File: src/rtl/vga_timing_monitor.sv
// Receive-side VGA timing checker: rebuilds hc/vc from sync edges,
// locks onto the frame and reports pixels plus timing/blanking faults.
`timescale 1ns/1ps
module vga_timing_monitor #(
   parameter int HPIXELS     = 800,
   parameter int VLINES      = 521,
   parameter int HPULSE      = 96,
   parameter int VPULSE      = 2,
   parameter int HBP         = 144,
   parameter int HFP         = 784,
   parameter int VBP         = 31,
   parameter int VFP         = 511,
   parameter int LOCK_FRAMES = 2
) (
   input  logic       dclk,
   input  logic       clr,
   input  logic       hsync_in,
   input  logic       vsync_in,
   input  logic [2:0] red_in,
   input  logic [2:0] green_in,
   input  logic [1:0] blue_in,
   output logic       locked,
   output logic       pixel_valid,
   output logic [9:0] pixel_x,
   output logic [9:0] pixel_y,
   output logic [7:0] pixel_rgb,
   output logic       frame_start,
   output logic       hsync_err,
   output logic       vsync_err,
   output logic       blank_err,
   output logic [7:0] err_count
);

   localparam logic [9:0] C_HLAST  = 10'(HPIXELS - 1);
   localparam logic [9:0] C_HTOUT  = 10'(HPIXELS);
   localparam logic [9:0] C_HPULSE = 10'(HPULSE);
   localparam logic [9:0] C_VLAST  = 10'(VLINES - 1);
   localparam logic [9:0] C_VPULSE = 10'(VPULSE);
   localparam logic [9:0] C_HBP    = 10'(HBP);
   localparam logic [9:0] C_HFP    = 10'(HFP);
   localparam logic [9:0] C_VBP    = 10'(VBP);
   localparam logic [9:0] C_VFP    = 10'(VFP);
   localparam logic [9:0] C_SAT    = 10'h3FF;
   localparam logic [3:0] C_CLAST  = 4'(LOCK_FRAMES - 1);

   typedef enum logic [1:0] {
      SEARCH = 2'd0,
      ALIGN  = 2'd1,
      LOCKED = 2'd2
   } state_t;

   logic       r_hs;
   logic       r_vs;
   logic       r_hs_d;
   logic       r_vs_d;
   logic [7:0] r_rgb;
   logic [9:0] r_hc;
   logic [9:0] r_vc;
   state_t     r_state;
   logic [3:0] r_clean;

   logic       r_locked;
   logic       r_pv;
   logic [9:0] r_px;
   logic [9:0] r_py;
   logic [7:0] r_prgb;
   logic       r_fs;
   logic       r_herr;
   logic       r_verr;
   logic       r_berr;
   logic [7:0] r_ecnt;

   logic       w_hfall;
   logic       w_hrise;
   logic       w_vfall;
   logic       w_vrise;
   logic [9:0] w_rhc;
   logic [9:0] w_rvc;
   logic       w_chk;
   logic       w_herr;
   logic       w_verr;
   state_t     w_state_nx;
   logic [3:0] w_clean_nx;
   logic       w_lock_nx;
   logic       w_act;
   logic       w_pv;
   logic       w_fs;
   logic       w_berr;
   logic       w_any;

   always_ff @(posedge dclk or posedge clr) begin
      if (clr) begin
         r_hs   <= 1'b0;
         r_vs   <= 1'b0;
         r_hs_d <= 1'b0;
         r_vs_d <= 1'b0;
         r_rgb  <= 8'd0;
         r_hc   <= 10'd0;
         r_vc   <= 10'd0;
      end else begin
         r_hs   <= hsync_in;
         r_vs   <= vsync_in;
         r_hs_d <= r_hs;
         r_vs_d <= r_vs;
         r_rgb  <= {red_in, green_in, blue_in};
         r_hc   <= w_rhc;
         r_vc   <= w_rvc;
      end
   end

   // r_hc/r_vc hold the previous S1 sample; w_rhc/w_rvc are the current one
   always_comb begin
      w_hfall = r_hs_d & ~r_hs;
      w_hrise = ~r_hs_d & r_hs;
      w_vfall = r_vs_d & ~r_vs;
      w_vrise = ~r_vs_d & r_vs;
      w_rhc   = r_hc;
      w_rvc   = r_vc;
      if (w_hfall)
         w_rhc = 10'd0;
      else if (r_hc != C_SAT)
         w_rhc = r_hc + 10'd1;
      if (w_vfall)
         w_rvc = 10'd0;
      else if (w_hfall && (r_vc != C_SAT))
         w_rvc = r_vc + 10'd1;
   end

   always_comb begin
      w_chk  = (r_state != SEARCH);
      w_herr = w_chk &
               ((w_hfall & (r_hc != C_HLAST)) |
                (w_hrise & (w_rhc != C_HPULSE)) |
                (w_rhc == C_HTOUT));
      w_verr = w_chk &
               ((w_vfall & (~w_hfall | (r_vc != C_VLAST))) |
                (w_vrise & (~w_hfall | (w_rvc != C_VPULSE))));
   end

   always_ff @(posedge dclk or posedge clr) begin
      if (clr) begin
         r_state <= SEARCH;
         r_clean <= 4'd0;
      end else begin
         r_state <= w_state_nx;
         r_clean <= w_clean_nx;
      end
   end

   always_comb begin
      w_state_nx = r_state;
      w_clean_nx = r_clean;
      unique case (r_state)
         SEARCH: begin
            if (w_vfall) begin
               w_state_nx = ALIGN;
               w_clean_nx = 4'd0;
            end
         end
         ALIGN: begin
            if (w_herr | w_verr) begin
               w_state_nx = SEARCH;
            end else if (w_vfall) begin
               w_clean_nx = r_clean + 4'd1;
               if (r_clean == C_CLAST)
                  w_state_nx = LOCKED;
            end
         end
         LOCKED: begin
            if (w_herr | w_verr)
               w_state_nx = SEARCH;
         end
         default: begin
            w_state_nx = SEARCH;
            w_clean_nx = 4'd0;
         end
      endcase
   end

   // outputs follow the next state so lock and its errors land together
   always_comb begin
      w_lock_nx = (w_state_nx == LOCKED);
      w_act     = (w_rhc >= C_HBP) && (w_rhc < C_HFP) &&
                  (w_rvc >= C_VBP) && (w_rvc < C_VFP);
      w_pv      = w_lock_nx & w_act;
      w_fs      = w_lock_nx & w_vfall;
      w_berr    = w_lock_nx & ~w_act & (|r_rgb);
      w_any     = w_herr | w_verr | w_berr;
   end

   always_ff @(posedge dclk or posedge clr) begin
      if (clr) begin
         r_locked <= 1'b0;
         r_pv     <= 1'b0;
         r_px     <= 10'd0;
         r_py     <= 10'd0;
         r_prgb   <= 8'd0;
         r_fs     <= 1'b0;
         r_herr   <= 1'b0;
         r_verr   <= 1'b0;
         r_berr   <= 1'b0;
         r_ecnt   <= 8'd0;
      end else begin
         r_locked <= w_lock_nx;
         r_pv     <= w_pv;
         r_px     <= w_pv ? (w_rhc - C_HBP) : 10'd0;
         r_py     <= w_pv ? (w_rvc - C_VBP) : 10'd0;
         r_prgb   <= w_pv ? r_rgb : 8'd0;
         r_fs     <= w_fs;
         r_herr   <= w_herr;
         r_verr   <= w_verr;
         r_berr   <= w_berr;
         if (w_any && (r_ecnt != 8'hFF))
            r_ecnt <= r_ecnt + 8'd1;
      end
   end

   assign locked      = r_locked;
   assign pixel_valid = r_pv;
   assign pixel_x     = r_px;
   assign pixel_y     = r_py;
   assign pixel_rgb   = r_prgb;
   assign frame_start = r_fs;
   assign hsync_err   = r_herr;
   assign vsync_err   = r_verr;
   assign blank_err   = r_berr;
   assign err_count   = r_ecnt;

endmodule
File: config.mk
export PLATFORM = sky130hd
export DESIGN_NAME = vga_timing_monitor
export DESIGN_NICKNAME = d
export VERILOG_FILES = /design/src/rtl/vga_timing_monitor.sv
export SDC_FILE = /design/constraint.sdc
export NUM_CORES = 1
export LEC_CHECK = 0
export CAP_MARGIN = 20
export CORE_UTILIZATION = 45
export CTS_BUF_LIST = sky130_fd_sc_hd__clkbuf_4 sky130_fd_sc_hd__clkbuf_8 sky130_fd_sc_hd__clkbuf_16
export CTS_CLUSTER_DIAMETER = 30
export DETAILED_ROUTE_END_ITERATION = 12
export PLACE_DENSITY = 0.68
export SETUP_SLACK_MARGIN = 0.05
export SLEW_MARGIN = 10
export SYNTH_ARGS = -nofsm -noshare
export SYNTH_HDL_FRONTEND = slang
export SYNTH_SLANG_ARGS = --single-unit
File: constraint.sdc
create_clock -name dclk -period 6.3 [get_ports dclk]
set_input_delay 1.26 -clock dclk [delete_from_list [all_inputs] [get_ports dclk]]
set_output_delay 1.26 -clock dclk [all_outputs]
set_load 0.05 [all_outputs]
==> flow_summary.json <==
{
  "placed_cell_area_sq_um": 4470,
  "grt.overflow.total": 0,
  "postSynth.asyncResetShare_pct": 100,
  "path_max_fanout": 19,
  "diodes": 0,
  "power.leakage_uw": 0.00217,
  "report.final.hold_viol_count": 0,
  "yosys_warnings": 0,
  "slowest_delay_ns": 0.69,
  "drive_gt1_share_pct": 10.5,
  "netlist_instances": 363,
  "crit_family": "simple AND/OR/NAND/NOR gates",
  "relSlewSlack_pct": 41.0,
  "p_switching_uw": 476,
  "cts_tree": "yes",
  "synth_ff_type": "dfrtp_1",
  "outcome": "completed",
  "worstMarginPinSlew_ns": 0.885,
  "wl_per_cell_microns": 14.9,
  "finalClockSkew_ns": 0.00866,
  "pin_count": 54,
  "crit_path_start_kind": "flop",
  "vias": 2937,
  "initial_core_util_pct": 46.9,
  "synth_nets": 386,
  "clock-sinks": 80,
  "yosys-top-cells-count": "dfrtp_1, nor2_1, nand2_1",
  "die_x_microns": 94.7,
  "grt_pass1_wl_mm": 13.4,
  "setup_viol": 0,
  "period_share_pct": 67.0,
  "grt_pass1_vias": 2715,
  "core_area_sq_um": 8260,
  "grtUsageTotal_pct": 19.5,
  "fmax_ghz": 0.237,
  "ctsRootBufferMaster": "clkbuf_8",
  "setup_tns_ns": 0,
  "final_nets": 439,
  "synthTopCellsByArea": "dfrtp_1, ha_1, nor2_1, and3_1, xnor2_1",
  "die_y_microns": 94.7,
  "finalWeightedCongestion": 0.865,
  "clkPwrFrac_pct": 28.4,
  "wl_mm": 7.81,
  "p_sw_share_pct": 35.1,
  "avgSynthCellArea_sq_um": 10.7,
  "maxCapViolations": 0,
  "hp-class": "reg -> reg",
  "cts_buffers": 9,
  "first_pass_iters": 5,
  "final_cell_area_sq_um": 4700,
  "htreeDepth": 3,
  "end_kind": "flop",
  "dp_hpwl_mm": 5.30,
  "io_buffer_count": 53,
  "worstPathCellList": "ha_1, and2_1, nand3_2, nand3_1, xor2_1, or2_2, inv_1, ha_1, o21a_1, and4bb_2, o311ai_0, a221oi_2, nand2b_1, nor3_1",
  "worst-endpoint-arrival_ns": 4.48,
  "netlist.area_leader.share_pct": 51.7,
  "yosysTopAreaCell": "dfrtp_1",
  "seqPwrFrac_pct": 46.4,
  "fin_crit_ns": 4.22,
  "cts-resized-gates": 0,
  "ys_seq_area_share_pct": 51.7,
  "worstPathRequired_ns": 6.56,
  "antenna_found_initial": 0,
  "final_cells": 526,
  "placedCellCount": 509,
  "rsz0062_at_grt": "no",
  "grt_max_degree": 81,
  "yosysMostFrequentCell": "dfrtp_1",
  "drt_iter0_markers": 256,
  "vdd_drop_max_v": 0.000221,
  "crit_slowest_cell": "a221oi_2",
  "rows": 33,
  "dieArea_sq_um": 8970,
  "yosysUniqueCellTypes": 69,
  "path_class": "reg -> reg",
  "synth-seq-cells": 80,
  "cts.path.max_buffers": 2,
  "drc": 0,
  "cts_hold_buf": 0,
  "path_clk_slew_ns": 0.09,
  "critPathMostFrequentCell": "ha_1",
  "syn2layout_area_growth_pct": 21.5,
  "clk_latency_ns": 0.36,
  "viasPerCell": 5.58,
  "critPathBufInv": 1,
  "drv_slew": 0,
  "antenna_left": 0,
  "synth_area_sq_um": 3870,
  "p_comb_share_pct": 25.2,
  "p_per_area_nw_per_um2": 288,
  "cts_setup_buffers": 0,
  "synth-edff-count": 0,
  "p_int_uw": 879
}
cell type report:
| type | count | area (sq um) |
|---|---|---|
| flip-flops and latches | 80 | 2000 |
| clock buffers | 9 | 124 |
| well taps | 105 | 131 |
| fillers | 731 | 3560 |
| inverters | 19 | 72.6 |
| multi-input cells | 250 | 1720 |
| clock inverters | 7 | 78.8 |
| repair buffers | 56 | 573 |
state kept, by name (all words and copies together), names as in the netlist, 2 cells and up:
register,cells
pixel_x,10
pixel_y,10
r_hc,10
r_vc,10
err_count,8
pixel_rgb,8
r_rgb,8
r_clean,4
r_state,2
worst paths after layout:
kind	startpoint	endpoint	slack, ns	cells past startpoint
max in group asynchronous	clr	pixel_x[7]	4.50	4
min	r_vs	r_vs_d	0.42	0
max	r_hc[0]	pixel_x[1]	2.08	14
min in group asynchronous	clr	r_rgb[0]	1.22	3
min reg2reg	r_vs	r_vs_d	0.42	0
max reg2reg	r_hc[0]	pixel_x[1]	2.08	14
worst register-to-register path, cell delays in order (launching register included):
cell	delay, ns
dfrtp_1	0.43
ha_1	0.27
and2_1	0.34
nand3_2	0.18
nand3_1	0.15
xor2_1	0.06
or2_2	0.32
inv_1	0.12
ha_1	0.15
o21a_1	0.11
and4bb_2	0.21
o311ai_0	0.13
a221oi_2	0.69
nand2b_1	0.64
nor3_1	0.32
power groups by stage:
stage	Combinational (uW)	Sequential (uW)	Clock, uW
2_1_floorplan	176	701	0
5_1_grt	373	637	418
3_3_place_gp	336	635	0
6_report	341	628	385
3_5_place_dp	341	634	0
4_1_cts	342	626	396
layout by cell type (no fill, tap or decap), types with 4 or more instances in the layout:
| master | instances |
|---|---|
| a21oi_1 | 7 |
| a31oi_1 | 4 |
| and2_1 | 6 |
| and3_1 | 17 |
| and4_1 | 7 |
| clkbuf_8 | 9 |
| clkdlybuf4s50_1 | 53 |
| dfrtp_1 | 80 |
| ha_1 | 11 |
| inv_1 | 16 |
| mux2i_1 | 4 |
| nand2_1 | 21 |
| nand3_1 | 15 |
| nand4_1 | 5 |
| nor2_1 | 36 |
| nor2b_1 | 6 |
| nor3_1 | 8 |
| o211ai_1 | 4 |
| o21ai_0 | 9 |
| o311ai_0 | 6 |
| xnor2_1 | 12 |
| xor2_1 | 9 |
cells by family (layout without fill, tap and decap cells):
family	Yosys count	count (layout)	synth area share [%]
fa+ha+maj	11	11	3.56
simple gates	154	154	22.8
mux	5	5	1.33
compound gates	59	59	12.0
buf+inv	33	91	3.81
xor+xnor	21	21	4.75
flops	80	80	51.7
routing by layer:
metal / vias up / part of all wire (%) / global-route usage [%]
li1: 1400 / - / -
met1: 1404 / 46 / 28.3
met2: 118 / 45 / 28.0
met3: 15 / 6.5 / 3.38
met4: 0 / 2.1 / 9.34
met5: - / 0 / 0
through the flow:
step | hold slack [ns] | power [uW] | utilization, % | worst slack (ns)
finish | 0.420 | 1350 | 56.9 | 2.08
global placement | 0.398 | 971 | 54.2 | 2.15
global route | 0.434 | 1430 | 56.9 | 1.50
CTS | 0.424 | 1360 | 56.6 | 1.97
detailed placement | 0.404 | 975 | 54.2 | 2.02
floorplan | 0.374 | 877 | - | 2.84
Power figures use the tool's default switching activity.
